**config.mk**
```make
export PLATFORM = sky130hd
export DESIGN_NAME = bellek_dma
export DESIGN_NICKNAME = d
export VERILOG_FILES = /design/src/rtl/bellek_dma.sv
export SDC_FILE = /design/constraint.sdc
export NUM_CORES = 1
export LEC_CHECK = 0
export BUFFER_PORTS_ARGS = -buffer_cell sky130_fd_sc_hd__buf_4
export CORE_ASPECT_RATIO = 1.2
export CORE_MARGIN = 3
export CORE_UTILIZATION = 55
export CTS_CLUSTER_DIAMETER = 40
export DETAILED_ROUTE_END_ITERATION = 7
export PLACE_DENSITY_LB_ADDON = 0.2
export SYNTH_ARGS = -nofsm -noshare
export SYNTH_HDL_FRONTEND = slang
export SYNTH_SLANG_ARGS = --single-unit
```
**constraint.sdc**
```tcl
create_clock -name clk -period 5.6 [get_ports clk]
set_clock_uncertainty 0.1 [all_clocks]
set_input_delay 0.56 -clock clk [delete_from_list [all_inputs] [get_ports clk]]
set_output_delay 0.56 -clock clk [all_outputs]
set_load 0.005 [all_outputs]
```
**src/rtl/bellek_dma.sv**
```systemverilog
// Word-by-word memory-to-memory copy engine driving a single-port RAM with a registered read port.
// Optional running checksum of written words is enabled by defining BELLEK_DMA_CHECKSUM_EN.
module bellek_dma #(
    parameter int AW = 8,
    parameter int DW = 32
) (
    input  logic          clk,
    input  logic          rst_n,
    input  logic          start,
    input  logic          abort,
    input  logic [AW-1:0] src,
    input  logic [AW-1:0] dst,
    input  logic [AW:0]   len,
    output logic          busy,
    output logic          done,
    output logic          aborted,
    output logic [AW:0]   count,
    output logic [AW-1:0] mem_a,
    output logic [DW-1:0] mem_d,
    output logic          mem_we,
    input  logic [DW-1:0] mem_q
`ifdef BELLEK_DMA_CHECKSUM_EN
    ,
    output logic [DW-1:0] checksum
`endif
);

    typedef enum logic [1:0] {
        IDLE  = 2'd0,
        READ  = 2'd1,
        WRITE = 2'd2,
        FIN   = 2'd3
    } state_t;

    state_t        state;
    logic [AW-1:0] src_reg;
    logic [AW-1:0] dst_reg;
    logic [AW:0]   len_reg;
    logic [AW:0]   count_inc;

    assign count_inc = count + 1'b1;

    // The RAM read port already holds the word fetched in READ, so it feeds the write data directly.
    assign mem_d = mem_q;

    always_ff @(posedge clk or negedge rst_n) begin
        if (!rst_n) begin
            state   <= IDLE;
            src_reg <= '0;
            dst_reg <= '0;
            len_reg <= '0;
            count   <= '0;
            busy    <= 1'b0;
            done    <= 1'b0;
            aborted <= 1'b0;
            mem_a   <= '0;
            mem_we  <= 1'b0;
        end else begin
            done    <= 1'b0;
            aborted <= 1'b0;
            case (state)
                IDLE: begin
                    mem_we <= 1'b0;
                    if (start) begin
                        src_reg <= src;
                        dst_reg <= dst;
                        len_reg <= len;
                        count   <= '0;
                        busy    <= 1'b1;
                        if (len != '0) begin
                            state <= READ;
                            mem_a <= src;
                        end else begin
                            state <= FIN;
                            done  <= 1'b1;
                        end
                    end
                end
                READ: begin
                    if (abort) begin
                        state   <= FIN;
                        aborted <= 1'b1;
                    end else begin
                        state  <= WRITE;
                        mem_a  <= dst_reg + count[AW-1:0];
                        mem_we <= 1'b1;
                    end
                end
                WRITE: begin
                    // The write in this cycle always lands, even when abort is raised.
                    count  <= count_inc;
                    mem_we <= 1'b0;
                    if (abort) begin
                        state   <= FIN;
                        aborted <= 1'b1;
                    end else if (count_inc == len_reg) begin
                        state <= FIN;
                        done  <= 1'b1;
                    end else begin
                        state <= READ;
                        mem_a <= src_reg + count_inc[AW-1:0];
                    end
                end
                FIN: begin
                    state  <= IDLE;
                    busy   <= 1'b0;
                    mem_we <= 1'b0;
                end
                default: begin
                    state  <= IDLE;
                    busy   <= 1'b0;
                    mem_we <= 1'b0;
                end
            endcase
        end
    end

`ifdef BELLEK_DMA_CHECKSUM_EN
    always_ff @(posedge clk or negedge rst_n) begin
        if (!rst_n) begin
            checksum <= '0;
        end else if (state == IDLE && start) begin
            checksum <= '0;
        end else if (state == WRITE) begin
            checksum <= checksum + mem_q;
        end
    end
`endif

endmodule

```
==> Yosys cells after proc, flatten, opt, wreduce, memory -nomap -nowiden <==
Index checks and enable logic that the tools add are counted.
{ "totals": {"ff_bits": 48, "output_inout_bits": 53, "input_bits": 61, "elab_cells": 58} }
{ "op_classes": {"n_eq_ne": 9, "mux": 25, "addsub": 3, "reduce_logical": 11} }
{ "op_table": {"columns": ["op", "count"], "rows": [
  ["$mux 8", 5],
  ["$pmux 8 s3", 1],
  ["$pmux 9 s2", 1],
  ["$add 8x8->8", 2],
  ["$ne 2x2->1 const B", 5],
  ["$add 9x1->9 const B", 1],
  ["$eq 9x9->1", 1],
  ["$mux 1", 9],
  ["$mux 9", 1],
  ["$reduce_bool 9->1", 1],
  ["$mux 2", 4],
  ["$pmux 2 s4", 1],
  ["$pmux 1 s2", 3],
  ["$reduce_and 2->1", 3],
  ["$reduce_and 6->1", 1],
  ["$eq 2x2->1 const B", 2],
  ["$reduce_bool 2->1", 2],
  ["$reduce_bool 3->1", 1],
  ["$reduce_or 3->1", 1],
  ["$eq 2x1->1 const B", 1],
  ["$logic_not 2->1", 1],
  ["$reduce_or 2->1", 1]
]} }

==> Depth between registers and ports, before layout <==
{ "logic_depth": {"word_depth": 5, "ltp_mapped": 11, "ltp_nobuf": 10} }

==> Worst setup path after synthesis <==
Ideal clock, no wire load.
{ "synth_timing": {"path_kind": "register to register", "start": "reg count[0]", "end": "reg mem_a[5]", "required_ns": 5.375, "period_less_slack_ns": 2.457, "n_path_buf": 0, "arrival_time_ns": 2.231, "path_stages_with_launch": 11, "path_slack_ns": 3.143, "setup_time_ns": 0.125, "path_cell_list": "dfrtp_1 -> ha_1 -> nand3_2 -> xnor2_1 -> ha_1 -> a21oi_1 -> nand3_1 -> xor2_1 -> nand3_1 -> o221ai_1 -> mux2_4"} }
{ "synth_via": {"elab_chain_cells": 5, "word_cells_on_any_way": 10, "cone_classes": "add/sub: 3; eq/ne: 2; mux: 4; reduce/logical: 1"} }
{ "synth_rtl": {"columns": ["item", "line", "source"], "rows": [
  ["start: declaration", "17", "output logic [AW:0] count,"],
  ["start signal: assignment", "91", "count <= count_inc;"],
  ["$add 9x1->9", "41", "assign count_inc = count + 1'b1;"],
  ["$add 8x8->8", "101", "mem_a <= src_reg + count_inc[AW-1:0];"],
  ["$mux 8", "96", "end else if (count_inc == len_reg) begin"],
  ["$mux 8", "93", "if (abort) begin"],
  ["$pmux 8 s3", "61", "case (state)"],
  ["end signal: assignment", "72", "mem_a <= src;"],
  ["end signal: assignment", "85", "mem_a <= dst_reg + count[AW-1:0];"],
  ["end signal: assignment", "101", null],
  ["end: declaration", "18", "output logic [AW-1:0] mem_a,"]
]} }
Several ways; a longest one is shown, not always the timed one. The select of a mux whose other input is x is not followed.
A chain may end at the register's enable or synchronous reset.

==> Worst setup path in the final report <==
{ "layout_timing": {"start": "reg state[0]", "end": "reg mem_a[6]"} }
{ "layout_via": {"elab_chain_cells": 3, "word_cells_on_any_way": 11, "cone_classes": "eq/ne: 7; mux: 1; reduce/logical: 3"} }
{ "layout_rtl": {"columns": ["item", "line", "source"], "rows": [
  ["start: declaration", "35", "state_t state;"],
  ["start signal: assignment", "48", "state <= IDLE;"],
  ["start signal: assignment", "71", "state <= READ;"],
  ["start signal: assignment", "74", "state <= FIN;"],
  ["$eq 2x2->1 (tied with other cells)", "61", null],
  ["$ne 2x2->1 (no line) or $reduce_bool 3->1 (tied branches)", null, null],
  ["$reduce_and 6->1 (no line)", null, null]
]} }
Several ways; a longest one is shown, not always the timed one.

==> impl_results.md <==
* Die Footprint at about 7100 sq um
* GRT overflow at 0
* Top cell type's share of synthesized area at 0.356
* Fin. max-slew vios at 0
* Vias per inst at between 5 and 6
* Final setup violation count at 0
* Core area at just under 6000 sq um
* First-pass GRT wire length at 11,600 um
* GRT Total Usage at 0.204
* Status: complete, no violations
* Crit start category: flip-flop
* Minimum setup slack among reg-to-reg paths at between 2 and 3 ns
* Required time worst endpoint at about 5.7 ns
* Post-Syn Nets at roughly 420
* CTS tree: built
* Main synth FF type: dfrtp_1
* Max_cap viols at 0
* Clk sinks at between 40 and 50
* Vias at approximately 2,400
* Post-Route Setup TNS at 0 ns
* Post-synth EDFFs at 0
* Min-delay worst type: primary input to asynchronous set/reset pin
* CTS max path bufs at 2
* Layout fillers at between 500 and 600
* Starting DRT DRC Count at about 80
* N_diodes at 0
* Pwr dens at 529 nW/um^2
* Fin crit share at 0.551
* Post-Route Utilization at 0.633
* Starting density of the core at 0.581
* Detailed Place HPWL at ~5300 um
* Fin crit period at roughly 3.1 ns
* Worst Setup Path Type: flip-flop to flip-flop
* Crit-path max FO at 24
* Syn-to-layout area delta at 9.00%
* Post_cts resized at 0
* RSZ-0062 raised after global routing: false
* Setup bufs post-CTS at 0
* Latest clock arrival within the worst-skew pair at 0.30 ns
* RePlAce Congestion at just over 0.9
* Unique masters post-synth at 51
* Reg2Reg Launch Point: state[0]
* Avg Cell Area, Syn at around 10 sq um
* Yosys top cell by area: dfrtp_1
* I/O pins at around 110
* Hold_buf cts at 0
* Cts bufs inserted at 5
* Fraction of layout cells with a size suffix above 1 at 0.294
* Maximum vdd drop at approximately 270 uV
* Die Span Y at between 90 and 100 um
* Final nets at ~430
* Worst-path clk slew at 0.09 ns
* Site row count at 30
* DR pass1 iterations at 4
* Yosys reg bits at 48
* PortBufs at 49
* Final WL at ~6900 um
* Hold Vio Cnt, Final at 0
* DRC errors left at 0
* Top cells by area, synth: dfrtp_1, mux2_2, ha_1
* Die width at 77.5 um
* Vias in the first global route at around 2,400
* Crit path DAT at about 3.2 ns
* Yosys warns at 0
* Cell count of the worst reg-to-reg path at 8
* Seq/Total Area, Yosys at 0.356
* Max-Slew Margin vs Limit at 0.267
* Asr flop ratio synth at 1.00
* Mapped Area at 3380 sq um
* F_max at between 300 and 400 MHz
* Antenna viol nets, final at 0
* Leak at 1.79 nW
* Largest net degree at the start of global routing at 49
* Cells after Synth at roughly 330
* FF-to-FF End: mem_a[6]
* Worst-Margin Slew at roughly 1.1 ns
* Initial antenna violation count at 0
* Root Driver: clkbuf_8
* CP endpoint kind: flip-flop
* Wirelength per Cell at 16.4 um
* H-tree Lvls at 2
==> power by group <==
| part | total, mW | switching (mW) | internal, mW |
|---|---|---|---|
| logic | 0.987 | 0.478 | 0.508 |
| clock network | 0.343 | 0.120 | 0.223 |
| registers | 0.618 | 0.122 | 0.497 |
| total | 1.95 | 0.720 | 1.23 |
==> worst max-delay path, stage by stage, from the launching register on <==
cell,delay (ns)
dfrtp_1,0.42
inv_1,0.13
ha_1,0.71
nand3_1,0.14
nor3_1,0.20
nand3b_1,0.11
nor4_2,0.34
a211o_1,0.47
mux2_4,0.34
==> cell families (layout without fill, tap and decap cells) <==
kind of cell    after synthesis  count (layout)  synth area share
fa+ha+maj                    23              23            0.0896
buf+inv                      61              73             0.113
xor+xnor                     23              23            0.0659
simple gates                 74              74             0.119
mux                          35              35             0.124
flops                        48              48             0.356
compound gates               67              67             0.133
==> per-stage QoR <==
step | total power [mW] | setup WS [ns] | instances | instance area (sq um) | hold slack (ns)
final | 1.95 | 2.51 | 423 | 3680 | 0.163
after global routing | 2.11 | 2.25 | 423 | 3680 | 0.199
after CTS | 1.97 | 2.50 | 423 | 3680 | 0.176
after detailed placement | 1.61 | 2.53 | 415 | 3520 | 0.396
after global placement | 1.58 | 2.67 | 415 | 3520 | 0.390
after floorplan | 1.39 | 3.14 | 331 | 3380 | 0.164
==> cell usage in the layout, fill, tap and decap left out, types with 2 or more instances in the layout <==
cell type / count
a21oi_1: 16
inv_1: 16
bufinv_16: 3
a22o_1: 4
nand2_1: 16
xnor2_1: 12
a211oi_1: 5
nor4_1: 2
a31oi_1: 3
a21o_1: 10
dfrtp_1: 48
a22oi_1: 3
nand4_1: 3
buf_4: 49
o221ai_1: 3
nand2b_1: 5
nand3_2: 2
xor2_1: 9
o21ai_0: 12
fa_1: 2
mux2i_1: 2
nor3_1: 6
nor2_1: 17
mux2_2: 26
and3_1: 2
nand3_1: 10
nand3b_1: 2
ha_1: 21
clkbuf_8: 5
o22ai_1: 2
mux2_4: 7
==> cell type report <==
class | count | area [sq um] | share of cell area
Clock inverter | 3 | 90.1 | 0.0245
Multi-Input combinational cell | 222 | 1790 | 0.487
Inverter | 16 | 60.1 | 0.0163
Timing Repair Buffer | 49 | 368 | 0.0999
Tap cell | 80 | 100 | 0.0272
Sequential cell | 48 | 1200 | 0.326
Clock buffer | 5 | 68.8 | 0.0187
==> Yosys cell counts, drive strengths merged, types with 2 or more instances <==
| library cell | number |
|---|---|
| o221ai | 3 |
| dfrtp | 48 |
| a21oi | 16 |
| o22ai | 2 |
| nor2 | 18 |
| nor3 | 7 |
| a22o | 5 |
| a22oi | 3 |
| a211oi | 5 |
| inv | 16 |
| mux2 | 33 |
| mux2i | 2 |
| xnor2 | 12 |
| xor2 | 10 |
| buf | 37 |
| a21o | 11 |
| a31oi | 3 |
| o21ai | 13 |
| nand2b | 5 |
| nand4 | 3 |
| nand3b | 2 |
| nand2 | 16 |
| ha | 21 |
| nand3 | 13 |
| clkbuf | 8 |
| nor4 | 3 |
| and3 | 2 |
| fa | 2 |
==> routing by layer <==
metal | wire, um | up-vias | global-route usage
li1 | - | 1160 | -
met1 | 3020 | 1155 | 0.258
met2 | 3480 | 65 | 0.353
met3 | 341 | 9 | 0.0442
met4 | 74 | 0 | 0.0460
met5 | 0 | - | 0
==> worst max-delay path by stage <==
stage	from	to	slack (ns)	cells past startpoint
after CTS	state[0]	mem_a[6]	2.50	8
after global placement	state[0]	mem_a[5]	2.67	8
after floorplan	count[0]	mem_a[5]	3.14	10
final	state[0]	mem_a[6]	2.51	8
after global routing	state[0]	mem_a[5]	2.25	8
after detailed placement	state[0]	mem_a[6]	2.53	8
Power figures use the tool's default switching activity.
